<file path="src/rtl/apb_timer_if.sv">
// APB-style register bus between the bridge and the timer slave.
// valid/ready: a transfer is valid while reg_psel & reg_enable; it completes in the cycle reg_ready_1 is high.
interface apb_timer_if #(
  parameter int ADDR_WIDTH = 32
);
  logic                  reg_psel;
  logic                  reg_enable;
  logic                  reg_rw;
  logic [ADDR_WIDTH-1:0] reg_addr;
  logic [31:0]           reg_datai;
  logic [31:0]           reg_datao;
  logic                  reg_ready_1;

  modport master (
    output reg_psel, reg_enable, reg_rw, reg_addr, reg_datai,
    input  reg_datao, reg_ready_1
  );

  modport slave (
    input  reg_psel, reg_enable, reg_rw, reg_addr, reg_datai,
    output reg_datao, reg_ready_1
  );
endinterface

</file>
<file path="src/rtl/apb_timer_slave.sv">
// Down-counting timer with prescaler, reload and level interrupt behind an APB slave port
// that inserts WAIT_CYCLES wait states per access.
module apb_timer_slave #(
  parameter int ADDR_WIDTH  = 32,
  parameter int WAIT_CYCLES = 1
) (
  input  logic         clk,
  input  logic         rst,
  apb_timer_if.slave   bus,
  output logic         irq
);
  localparam logic [1:0] WAIT_LIM = 2'(WAIT_CYCLES);

  logic [ADDR_WIDTH-1:0] addr;
  logic [1:0]  wait_cnt;
  logic        access;
  logic        ready;
  logic        wr_commit;
  logic [2:0]  idx;
  logic        wr_ctrl, wr_load, wr_stat, wr_psc;
  logic        en, reload, ie;
  logic [31:0] load_q;
  logic [31:0] count_q;
  logic        exp_q;
  logic [15:0] psc_q;
  logic [15:0] pre_cnt;
  logic        tick;
  logic        expire;
  logic        pre_restart;
  logic [31:0] rdata;
  logic        unused_addr;

  assign addr        = bus.reg_addr;
  assign unused_addr = &{1'b0, addr[ADDR_WIDTH-1:5]};
  assign idx         = addr[4:2];

  // Ready is masked by rst so a transfer caught by reset never completes.
  assign access          = bus.reg_psel & bus.reg_enable;
  assign ready           = access & ~rst & (wait_cnt == WAIT_LIM);
  assign bus.reg_ready_1 = ready;

  always_ff @(posedge clk) begin
    if (rst || !access) begin
      wait_cnt <= 2'd0;
    end else if (!ready) begin
      wait_cnt <= wait_cnt + 2'd1;
    end
  end

  // Only full-word writes in the completing cycle touch state.
  assign wr_commit = ready & bus.reg_rw & (addr[1:0] == 2'b00);
  assign wr_ctrl   = wr_commit & (idx == 3'd0);
  assign wr_load   = wr_commit & (idx == 3'd1);
  assign wr_stat   = wr_commit & (idx == 3'd3);
  assign wr_psc    = wr_commit & (idx == 3'd4);

  // >= keeps the prescaler from running past a PSC value lowered mid-count.
  assign tick        = en & (pre_cnt >= psc_q) & ~wr_load;
  assign expire      = tick & (count_q == 32'd0);
  assign pre_restart = wr_load | (wr_ctrl & ~en & bus.reg_datai[0]) | ~en | (pre_cnt >= psc_q);

  always_ff @(posedge clk) begin
    if (rst) begin
      pre_cnt <= 16'd0;
    end else if (pre_restart) begin
      pre_cnt <= 16'd0;
    end else begin
      pre_cnt <= pre_cnt + 16'd1;
    end
  end

  always_ff @(posedge clk) begin
    if (rst) begin
      en      <= 1'b0;
      reload  <= 1'b0;
      ie      <= 1'b0;
      load_q  <= 32'd0;
      count_q <= 32'd0;
      exp_q   <= 1'b0;
      psc_q   <= 16'd0;
    end else begin
      // A software CTRL write wins over the one-shot EN clear.
      if (wr_ctrl) begin
        {ie, reload, en} <= bus.reg_datai[2:0];
      end else if (expire && !reload) begin
        en <= 1'b0;
      end
      if (wr_load) begin
        load_q <= bus.reg_datai;
      end
      if (wr_psc) begin
        psc_q <= bus.reg_datai[15:0];
      end
      if (wr_load) begin
        count_q <= bus.reg_datai;
      end else if (tick) begin
        if (count_q != 32'd0) begin
          count_q <= count_q - 32'd1;
        end else if (reload) begin
          count_q <= load_q;
        end
      end
      // Hardware set beats a simultaneous write-1-to-clear.
      if (expire) begin
        exp_q <= 1'b1;
      end else if (wr_stat && bus.reg_datai[0]) begin
        exp_q <= 1'b0;
      end
    end
  end

  always_comb begin
    rdata = 32'd0;
    case (idx)
      3'd0:    rdata = {29'd0, ie, reload, en};
      3'd1:    rdata = load_q;
      3'd2:    rdata = count_q;
      3'd3:    rdata = {31'd0, exp_q};
      3'd4:    rdata = {16'd0, psc_q};
      default: rdata = 32'd0;
    endcase
  end

  assign bus.reg_datao = (bus.reg_psel & ~bus.reg_rw) ? rdata : 32'd0;
  assign irq           = exp_q & ie & ~rst;
endmodule

</file>
<file path="src/flat_wrapper.sv">
// flat-port wrapper written by rule: the top's interface ports become plain ports
module apb_timer_slave_flat 
#(
  parameter int ADDR_WIDTH  = 32,
  parameter int WAIT_CYCLES = 1
)
  (clk, rst, irq, bus_reg_psel, bus_reg_enable, bus_reg_rw, bus_reg_addr, bus_reg_datai, bus_reg_datao, bus_reg_ready_1);
  apb_timer_if #(.ADDR_WIDTH(ADDR_WIDTH)) bus_i ();
  input  logic clk;
  input  logic rst;
  output logic irq;
  input wire logic [$bits(bus_i.reg_psel)-1:0] bus_reg_psel;
  input wire logic [$bits(bus_i.reg_enable)-1:0] bus_reg_enable;
  input wire logic [$bits(bus_i.reg_rw)-1:0] bus_reg_rw;
  input wire logic [$bits(bus_i.reg_addr)-1:0] bus_reg_addr;
  input wire logic [$bits(bus_i.reg_datai)-1:0] bus_reg_datai;
  output wire logic [$bits(bus_i.reg_datao)-1:0] bus_reg_datao;
  output wire logic [$bits(bus_i.reg_ready_1)-1:0] bus_reg_ready_1;
  assign bus_i.reg_psel = bus_reg_psel;
  assign bus_i.reg_enable = bus_reg_enable;
  assign bus_i.reg_rw = bus_reg_rw;
  assign bus_i.reg_addr = bus_reg_addr;
  assign bus_i.reg_datai = bus_reg_datai;
  assign bus_reg_datao = bus_i.reg_datao;
  assign bus_reg_ready_1 = bus_i.reg_ready_1;
  apb_timer_slave #(.ADDR_WIDTH(ADDR_WIDTH), .WAIT_CYCLES(WAIT_CYCLES)) u_core (.clk(clk), .rst(rst), .bus(bus_i), .irq(irq));
endmodule
</file>
<file path="config.mk">
export PLATFORM = sky130hd
export DESIGN_NAME = apb_timer_slave_flat
export DESIGN_NICKNAME = d
export VERILOG_FILES = /design/src/rtl/apb_timer_if.sv /design/src/rtl/apb_timer_slave.sv /design/src/flat_wrapper.sv
export SDC_FILE = /design/constraint.sdc
export NUM_CORES = 1
export LEC_CHECK = 0
export CORE_ASPECT_RATIO = 0.9
export CORE_MARGIN = 4
export CORE_UTILIZATION = 48
export DETAILED_ROUTE_END_ITERATION = 8
export PLACE_DENSITY = 0.73
export SETUP_SLACK_MARGIN = 0.15
export SYNTH_ARGS = -nofsm -noshare
export SYNTH_HDL_FRONTEND = slang
export SYNTH_SLANG_ARGS = --single-unit
</file>
<file path="constraint.sdc">
create_clock -name clk -period 3.31 [get_ports clk]
set_input_delay 0.993 -clock clk [delete_from_list [all_inputs] [get_ports clk]]
set_output_delay 0.993 -clock clk [all_outputs]
set_load 0.02 [all_outputs]
</file>
# After elaboration in Yosys (flattened, before gate mapping)
# Index checks and enable logic that the tools add are counted.
# Widths: inputs -> output; s select.
[op_classes]
add_sub_neg = 3
magnitude_cmp = 1
eq_ne = 5
mux = 10
n_bitwise = 24
n_reduce_logical = 15
[ops]
columns = ["operator", "count"]
rows = [
  ["$mux 32", 5],
  ["$pmux 32 s5", 1],
  ["$logic_not 32->1", 1],
  ["$reduce_bool 32->1", 1],
  ["$sub 32x1->32 const B", 1],
  ["$and 1x1->1", 17],
  ["$add 16x1->16 const B", 1],
  ["$ge 16x16->1", 1],
  ["$eq 3x2->1 const B", 2],
  ["$reduce_bool 2->1", 3],
  ["$mux 1", 4],
  ["$not 1->1", 4],
  ["$eq 3x1->1 const B", 1],
  ["$eq 3x3->1 const B", 1],
  ["$logic_not 3->1", 1],
  ["$or 1x1->1", 3],
  ["$reduce_bool 3->1", 1],
  ["$add 2x1->2 const B", 1],
  ["$eq 2x1->1 const B", 1],
  ["$logic_and 1x1->1", 2],
  ["$logic_not 1->1", 2],
  ["$logic_not 2->1", 1],
  ["$reduce_and 2->1", 1],
  ["$reduce_or 2->1", 1],
  ["$logic_or 1x1->1", 1],
]
[word_totals]
register_bits = 102
input_bits = 69
wordCells = 67

# Logic depth before layout (Yosys ltp)
[depth]
depth_word = 12
ltp_mapped = 12

# Least setup slack after synthesis
# Ideal clock, no wire load.
[synth_path]
path_type = "in2out"
from = "input port bus_reg_addr[3]"
to = "output port bus_reg_datao[21]"
arrival_time_ns = 2.683
t_required_ns = 2.317
slack_ns = -0.366
stages = 8
n_path_buf = 4
cell_sequence = "clkbuf_1 nor2b_1 clkbuf_1 nor2b_1 clkbuf_1 buf_1 a22oi_1 nor2_1"
[synth_between]
elab_chain_cells = 3
word_cells_on_any_way = 7
[synth_rtl]
columns = ["item", "line", "text"]
rows = [
  ["start, declared", "flat_wrapper.sv:15", "input wire logic [$bits(bus_i.reg_addr)-1:0] bus_reg_addr;"],
  ["$eq 3x3->1, or another cell as far along", "apb_timer_slave.sv:114", "case (idx)"],
  ["$pmux 32 s5 (*)", "apb_timer_slave.sv:114", ""],
  ["$mux 32 (*)", "apb_timer_slave.sv:124", "assign bus.reg_datao = (bus.reg_psel & ~bus.reg_rw) ? rdata : 32'd0;"],
  ["end, declared", "flat_wrapper.sv:17", "output wire logic [$bits(bus_i.reg_datao)-1:0] bus_reg_datao;"],
]
# Mark *: on every way between the ends. The rest lies on a longest branch, timed or not.

# Worst setup path after layout
[layout_path]
from = "input port bus_reg_addr[4]"
to = "output port bus_reg_datao[31]"
# Same word-level chain as after synthesis.

==> impl_metrics.tcl <==
set metrics [dict create \
    status "finished, final reports clean" \
    whs_ps 470.8 \
    synth.area.top_cells "dfxtp_1 35%, nor2_1 8.5%, nand2_1 6.9%" \
    ys_async_sr_fraction_pct 0 \
    synth_top_area_cell "dfxtp_1" \
    die_y_um 113.2 \
    leakagePower_nw 2.923 \
    rsz0062_at_grt "yes" \
    critPathLaunchType "primary input" \
    port_buffers 75 \
    critPathCaptureType "output port" \
    max_slew_margin_pct 62.26 \
    cts_buffer_depth 2 \
    synth-edff-count 0 \
    initial_utilization_pct 49.04 \
    timing.fmax_ghz 0.3199 \
    die_w_um 124.9 \
    synth_cell_types 56 \
    post-route-period-util_pct 94.44 \
    drive_above_1_share_pct 21.69 \
    cp_cell_sequence "buf_12 -> nor2b_4 -> buf_6 -> nor2b_4 -> buf_6 -> a22oi_2 -> nor2_1 -> buf_4" \
    hpwl_um 12750 \
    min-delay-path-class "reg -> reg" \
    cts_tree "built" \
    crit_type "in -> out" \
    layout.nets 975 \
    synth.most_common_cell "nor2_1" \
    insertion_delay_ps 360 \
    clockRootBuffer "clkbuf_16" \
    clk_pin_slew_ps 70 \
    vias 6428 \
    n_antenna_cell 0 \
    synth_top_area_share_pct 34.61 \
    wirelength_um 19240 \
    grt_remaining_overflow 0 \
    rows 38 \
    route.detailed.drc 0 \
    antenna_found_initial 0 \
    required_ps 2320 \
    drv_slew 0 \
    postCtsHoldBufs 0 \
    pre_cts_ws_ps -738.3 \
    finish.utilization_pct 65.37 \
    ys.flop_type "dfxtp_1" \
    core_area_sq_um 12030 \
    crit_slowest_cell "nor2b_4" \
    grt_util_all_layers_pct 26.24 \
    cp.arrival_ps 2130 \
    dr.first_iter.drc_count 651 \
    ys_ff_latch 102 \
    synthesis.area_sq_um 5899 \
    grt_pass1_vias 6100 \
    dr.pass1.iters 5 \
    clock_skew_ps 10.05 \
    antenna_left 0 \
    syn2layout_area_growth_pct 33.30 \
    viasPerCell 6.122 \
    dieArea_sq_um 14130 \
    worstPathMaxFanout 5 \
    wl_per_cell_um 18.32 \
    crit_path_max_incr_delay_ps 270 \
    hold_violations 0 \
    synth_common_cells "133 x nor2_1, 108 x nand2_1, 102 x dfxtp_1" \
    fin_crit_ps 3126 \
    place.gp.congestion 0.9057 \
    cts_buffers 9 \
    peakVddDrop_mv 0.3213 \
    grt_pass1_wl_um 30400 \
    fin_ws_ps 184.0 \
    yosysSeqAreaShare_pct 34.61 \
    max-cap-violations 0 \
    ios 103 \
    avgSynthCellArea_sq_um 7.477 \
    setup_viol 0 \
    tightestPinTransition_ps 551.8 \
    grt_start_max_net_pins 54 \
    htree_levels 3 \
    synthCells 789 \
    yosysWarningCount 0 \
    cts_sinks 102 \
    syn-num-nets 878 \
    p_per_area_nw_per_um2 315.5 \
]
==> critical path: cells and delay by family <==
kind	cells	cell delay, ps
and+or+nand+nor	3	490
buffers and inverters	4	580
AOI/OAI and AO/OA	1	70
==> sequential cells by signal (all words and copies together), names as in the netlist <==
register,count
u_core.count_q,32
u_core.en,1
u_core.exp_q,1
u_core.ie,1
u_core.load_q,32
u_core.pre_cnt,16
u_core.psc_q,16
u_core.reload,1
u_core.wait_cnt,2
==> cells in the final DEF (no fill, tap or decap), types with 24 or more instances in the layout <==
cell             Yosys  layout
a22oi_1             31      24
o211ai_1            29      29
inv_1               27      27
clkdlybuf4s50_1      0      36
a21oi_1             73      61
nand2_1            108     108
buf_6                4      29
buf_4                0      54
nor2_1             133     103
dfxtp_1            102     102
==> per-stage QoR <==
stage	area (sq um)	power (W)	cells	setup TNS [ps]
floorplan	5984	0.001313	789	0
global placement	7136	0.001403	1018	-20810
detailed placement	7136	0.001406	1018	-22000
CTS	7617	0.002472	1048	0
global route	7864	0.002544	1050	0
finish	7864	0.002481	1050	0
==> repair_timing <==
item	in CTS	in global routing
setup buffers	10	0
endpoints found under the setup margin	33	51
gates cloned	5	2
pin swaps	6	6
resized for setup	208	58
==> cell type report <==
cell class | instances | area, sq um
multi-input combinational | 601 | 3799
fill | 1024 | 4165
clock inverter | 4 | 32.53
clock buffer | 11 | 252.7
inverter | 27 | 101.3
sequential | 102 | 2042
tap | 160 | 200.2
timing repair buffer | 145 | 1436
==> cell families after synthesis <==
family | synth area share [%]
mux | 3.754
xor+xnor | 3.563
simple gates | 25.34
buf+inv | 6.087
flops | 34.61
compound gates | 22.40
fa+ha+maj | 4.242
==> routing by layer <==
metal,up-vias,wire length (um),track usage [%]
li1,2997,-,-
met1,3090,8469,34.70
met2,310,8955,41.97
met3,31,1481,5.238
met4,0,331,11.34
met5,-,0,0
==> power by group <==
part / total (W) / switching, W / internal (W)
registers: 0.00123 / 0.000000653 / 0.00123
logic: 0.000201 / 0.000101 / 0.000100
clock network: 0.00105 / 0.000502 / 0.000550
==> final timing paths <==
kind                           from            endpoint  slack (ps)  depth (start not counted)
setup / recovery    bus_reg_addr[4]   bus_reg_datao[31]         180                          8
hold / removal    u_core.load_q[28]   u_core.load_q[28]         470                          2
setup reg to reg   u_core.psc_q[14]  u_core.count_q[17]         310                         10
hold reg to reg   u_core.load_q[28]   u_core.load_q[28]         470                          2
Power figures use the tool's default switching activity.
